$ cat src/rtl/regfile_pkg.sv
// Shared types and helpers for the multi-port register file.
package regfile_pkg;

  typedef enum logic [0:0] {
    CLEAR = 1'b0,
    RUN   = 1'b1
  } rf_state_t;

  function automatic int rf_aw(input int depth);
    return $clog2(depth);
  endfunction

endpackage

$ cat src/rtl/regfile_read_port.sv
// One registered read port: address mux, write bypass, zero masking, stall hold.
module regfile_read_port
  import regfile_pkg::*;
#(
  parameter int DW       = 32,
  parameter int DEPTH    = 32,
  parameter int AW       = 5,
  parameter int ZERO_REG = 1,
  parameter int BYPASS   = 1
) (
  input  logic                      clk,
  input  logic                      rst,
  input  logic                      run,
  input  logic                      rd_en,
  input  logic [AW-1:0]             rd_addr,
  input  logic [DEPTH-1:0][DW-1:0]  regs,
  input  logic                      wr_acc,
  input  logic [AW-1:0]             wr_addr,
  input  logic [DW-1:0]             wr_data,
  output logic [DW-1:0]             rd_data
);

  logic [DW-1:0] rd_data_d, rd_data_q;
  logic          hit;
  logic          zero_hit;

  assign hit      = (BYPASS != 0) && wr_acc && (wr_addr == rd_addr);
  assign zero_hit = (ZERO_REG != 0) && (rd_addr == '0);

  always_comb begin
    rd_data_d = rd_data_q;
    if (rd_en) begin
      if (!run || zero_hit) rd_data_d = '0;
      else if (hit)         rd_data_d = wr_data;
      else                  rd_data_d = regs[rd_addr];
    end
  end

  always_ff @(posedge clk) begin
    if (rst) rd_data_q <= '0;
    else     rd_data_q <= rd_data_d;
  end

  assign rd_data = rd_data_q;

endmodule

$ cat src/rtl/regfile_multiport.sv
// Parametrised multi-read/one-write register file with hardware clear after reset.
module regfile_multiport
  import regfile_pkg::*;
#(
  parameter int DW       = 32,
  parameter int DEPTH    = 32,
  parameter int NRD      = 2,
  parameter int ZERO_REG = 1,
  parameter int BYPASS   = 1,
  localparam int AW      = rf_aw(DEPTH)
) (
  input  logic                clk,
  input  logic                rst,
  input  logic [NRD*AW-1:0]   ReadAddr,
  input  logic [NRD-1:0]      ReadEn,
  output logic [NRD*DW-1:0]   ReadData,
  input  logic [AW-1:0]       WriteAddr,
  input  logic [DW-1:0]       WriteData,
  input  logic                WriteEnable,
  output logic                ready
);

  rf_state_t               state_d, state_q;
  logic [AW-1:0]           cptr_d, cptr_q;
  logic [DEPTH-1:0][DW-1:0] regs_d, regs_q;
  logic                    run;
  logic                    wr_acc;

  assign run    = (state_q == RUN);
  assign wr_acc = run && !rst && WriteEnable && !((ZERO_REG != 0) && (WriteAddr == '0));

  always_comb begin
    state_d = state_q;
    cptr_d  = cptr_q;
    if (state_q == CLEAR) begin
      cptr_d = cptr_q + AW'(1);
      // cptr stops at DEPTH-1; the state change ends the sweep instead of a wrap
      if (cptr_q == AW'(DEPTH - 1)) begin
        state_d = RUN;
        cptr_d  = cptr_q;
      end
    end
  end

  always_comb begin
    regs_d = regs_q;
    if (!rst) begin
      if (state_q == CLEAR) regs_d[cptr_q] = '0;
      else if (wr_acc)      regs_d[WriteAddr] = WriteData;
    end
  end

  always_ff @(posedge clk) begin
    if (rst) begin
      state_q <= CLEAR;
      cptr_q  <= '0;
    end else begin
      state_q <= state_d;
      cptr_q  <= cptr_d;
    end
  end

  // Contents are meaningless until the clear sweep finishes, so no reset here.
  always_ff @(posedge clk) begin
    regs_q <= regs_d;
  end

  assign ready = run;

  for (genvar k = 0; k < NRD; k++) begin : g_rd
    regfile_read_port #(
      .DW       (DW),
      .DEPTH    (DEPTH),
      .AW       (AW),
      .ZERO_REG (ZERO_REG),
      .BYPASS   (BYPASS)
    ) u_port (
      .clk     (clk),
      .rst     (rst),
      .run     (run),
      .rd_en   (ReadEn[k]),
      .rd_addr (ReadAddr[k*AW +: AW]),
      .regs    (regs_q),
      .wr_acc  (wr_acc),
      .wr_addr (WriteAddr),
      .wr_data (WriteData),
      .rd_data (ReadData[k*DW +: DW])
    );
  end

endmodule
$ cat config.mk
export PLATFORM = sky130hd
export DESIGN_NAME = regfile_multiport
export DESIGN_NICKNAME = d
export VERILOG_FILES = /design/src/rtl/regfile_pkg.sv /design/src/rtl/regfile_read_port.sv /design/src/rtl/regfile_multiport.sv
export SDC_FILE = /design/constraint.sdc
export NUM_CORES = 2
export LEC_CHECK = 0
export CAP_MARGIN = 10
export CORE_MARGIN = 2
export CORE_UTILIZATION = 45
export DETAILED_ROUTE_END_ITERATION = 8
export DONT_BUFFER_PORTS = 1
export PLACE_DENSITY = 0.71
export SLEW_MARGIN = 10
export SYNTH_ARGS = -nofsm -noshare
export SYNTH_HDL_FRONTEND = slang
export SYNTH_HIERARCHICAL = 1
export SYNTH_SLANG_ARGS = --single-unit
$ cat constraint.sdc
create_clock -name clk -period 5.3 [get_ports clk]
set_clock_uncertainty 0.2 [all_clocks]
set_input_delay 0.53 -clock clk [delete_from_list [all_inputs] [get_ports clk]]
set_output_delay 0.53 -clock clk [all_outputs]
set_load 0.01 [all_outputs]
==> flow_summary.toml <==
[timing]
maxSlewHeadroom = -0.0670
final_max_slew_viol_count = 74
hold_ws_ns = 0.0751
setup_tns_ns = 0
final-hold-violation-count = 0
finalCriticalPeriod_ns = 4.89
worst_pin_slew_ns = 1.60
rsz0062_at_grt = "no"
setup_slack_ns = 0.409
setup_viol = 0
finalCritPeriodShare = 0.923
timing.fmax_mhz = 204

[final_layout]
drive_above_1_share = 0.200
area_growth_pct = 10.3
register_area_sq_um = 32200
mostFrequentLayoutCell = "edfxtp_1"
multi_input_comb_area_sq_um = 27200
n_fill_cell = 11200
final_cell_mix = "1024 x edfxtp_1, 841 x o2bb2ai_1, 384 x mux4_2"
final_util = 0.498
stdcell_count = 5928
fin_nets = 4087

[cts]
cts_resized = 0
htreeDepth = 3
cts_buffers = 114
cts_tree = "yes"
worstSkewPairLatency_ns = 0.73
cts.sinks = 1094
cts_buffer_depth = 3
ctsRootBufferMaster = "clkbuf_16"
path_clk_slew_ns = 0.06

[floorplan]
coreArea_sq_um = 135000
die_x_microns = 372
start_util = 0.452
die_area_sq_um = 139000
io-pin-count = 117
num_rows = 135
dieHeight_microns = 372

[logic_synthesis]
yosysWarningCount = 6
ys_async_sr_fraction = 0
ys_seq_area_frac = 0.526
synth_top_area_cell = "edfxtp_1"
synth-main-ff-cell = "edfxtp_1"
synth.avg_cell_area_sq_um = 14.4
ys_types = 48
synth_top_area_frac = 0.503
synth_edf_count = 1024
synth_area_leaders = "edfxtp_1 50%, mux4_2 14%, o2bb2ai_1 12%"
synth_area_sq_um = 61100
syn_inst = 4251
ys_seq_elements = 1094
synth_nets = 4308

[placement]
place_hpwl_microns = 132000
dp_cells = 5637
dp_slack_ns = 1.75
globalplace.congestion = 0.951
io_buffers = 0

[outcome]
status = "finished, violations left"
violations = "max-slew violations"

[detailed_routing]
wl_per_cell_microns = 39.5
vias = 47300
dr.pass1.iters = 7
dr.first_iter.drc_count = 8222
drc = 0
wirelength_microns = 234000
via_per_inst = 7.97
postRouteAntennaNets = 0

[global_routing]
grt_usage = 0.330
grt_antenna_before_repair = 20
first_global_vias = 45000
grt.overflow.total = 0
grt_max_degree = 323
grt_pass1_wl_microns = 332000

[power]
power_frac_comb = 0.116
p_int_mw = 16.2
power.share.clock = 0.395
peakVddDrop_v = 0.000283
seqPwrFrac = 0.489
p_sw_mw = 5.31
p_leak_nw = 21.7
swShare = 0.247
p_per_area_nw_per_um2 = 319

[worst_hold_path]
hold_class = "input pin to flip-flop"

[worst_setup_path]
cp_max_fo = 113
cp-end-kind = "flip-flop"
critPathArrivalTime_ns = 5.31
required_ns = 5.72
rrSetupSlack_ns = 1.36
criticalPathCategory = "input pin to flip-flop"
start_kind = "input pin"

[job]
max_cap_viol_count = 0
==> worst max-delay path, stage by stage <==
cell           delay (ns)
buf_16               0.50
buf_16               0.57
buf_16               0.61
mux4_2               0.62
a22o_1               0.28
a2111oi_0            0.74
o32ai_1              0.17
dlygate4sd3_1        0.60
==> flip-flops by register name, indices dropped and copies added (netlist names) <==
signal	count
regs_q	1024
g_rd.u_port/rd_data	64
ready	1
cptr_q	5
==> Yosys cell counts, types with 23 or more instances <==
master and number:
nand2_1 201, a211oi_1 64, o2bb2ai_1 841, o221ai_1 64, edfxtp_1 1024, a22o_1 128, mux2i_1 256, nor2b_1 63
a32o_1 32, o21ai_0 158, o32ai_1 50, buf_2 127, o22ai_1 64, clkbuf_1 355, dfxtp_1 70, a2111oi_0 38
a2bb2o_1 23, a41oi_1 68, mux4_2 384, buf_6 40
==> logic make-up (layout without fill, tap and decap cells) <==
kind of cell	count (synthesis)	after routing	share of synthesized area
AOI/OAI and AO/OA	1611	1611	0.219
DFF	1094	1094	0.526
muxes	640	640	0.184
buffers and inverters	558	432	0.0427
and+or+nand+nor	331	331	0.0260
xor gates and xnor gates	12	12	0.00172
adders and majority gates	5	5	0.00102
other	0	22	0
==> power groups by stage <==
stage / sequential, mW / clock, mW / combinational [mW]
2_1_floorplan: 10.5 / 0 / 1.81
3_3_place_gp: 10.6 / 0 / 2.19
3_5_place_dp: 10.6 / 0 / 2.24
4_1_cts: 10.5 / 8.48 / 2.32
5_1_grt: 10.6 / 8.79 / 2.55
6_report: 10.5 / 8.48 / 2.49
==> metrics by stage <==
| stage | cell area (sq um) | power (mW) |
|---|---|---|
| floorplan | 61100 | 12.3 |
| global placement | 62800 | 12.8 |
| detailed placement | 62800 | 12.9 |
| CTS | 67200 | 21.3 |
| global route | 67300 | 21.9 |
| finish | 67400 | 21.5 |
==> cell type report <==
| cell class | instances | area share |
|---|---|---|
| inverters | 3 | 0.000167 |
| flip-flops and latches | 1094 | 0.477 |
| well taps | 1781 | 0.0331 |
| multi-input cells | 2599 | 0.404 |
| clock buffers | 144 | 0.0449 |
| repair buffers | 218 | 0.0276 |
| diodes | 22 | 0.000817 |
| clock inverters | 67 | 0.0119 |
==> path summary, 6_finish.rpt <==
kind | start | cells past startpoint | end
min | ReadAddr[9] | 2 | g_rd[1].u_port/rd_data[6]
min reg2reg | cptr_q[1] | 2 | cptr_q[1]
max | ReadAddr[0] | 8 | g_rd[0].u_port/rd_data[13]
max reg2reg | ready | 5 | g_rd[1].u_port/rd_data[19]
==> repair_timing <==
item                                   in CTS  in global routing
setup buffers                               0                  0
endpoints found under the hold margin     111                  2
setup endpoints to repair                   0                  0
hold buffers                               53                  1
==> layer usage <==
| metal | share of wire | track usage | vias up |
|---|---|---|---|
| met5 | 0.00091 | 0.00839 | - |
| met4 | 0.068 | 0.190 | 18 |
| met3 | 0.17 | 0.127 | 864 |
| met2 | 0.43 | 0.472 | 4693 |
| met1 | 0.34 | 0.425 | 23800 |
| li1 | - | - | 17900 |
No activity file was read; power rests on OpenSTA's default activity.
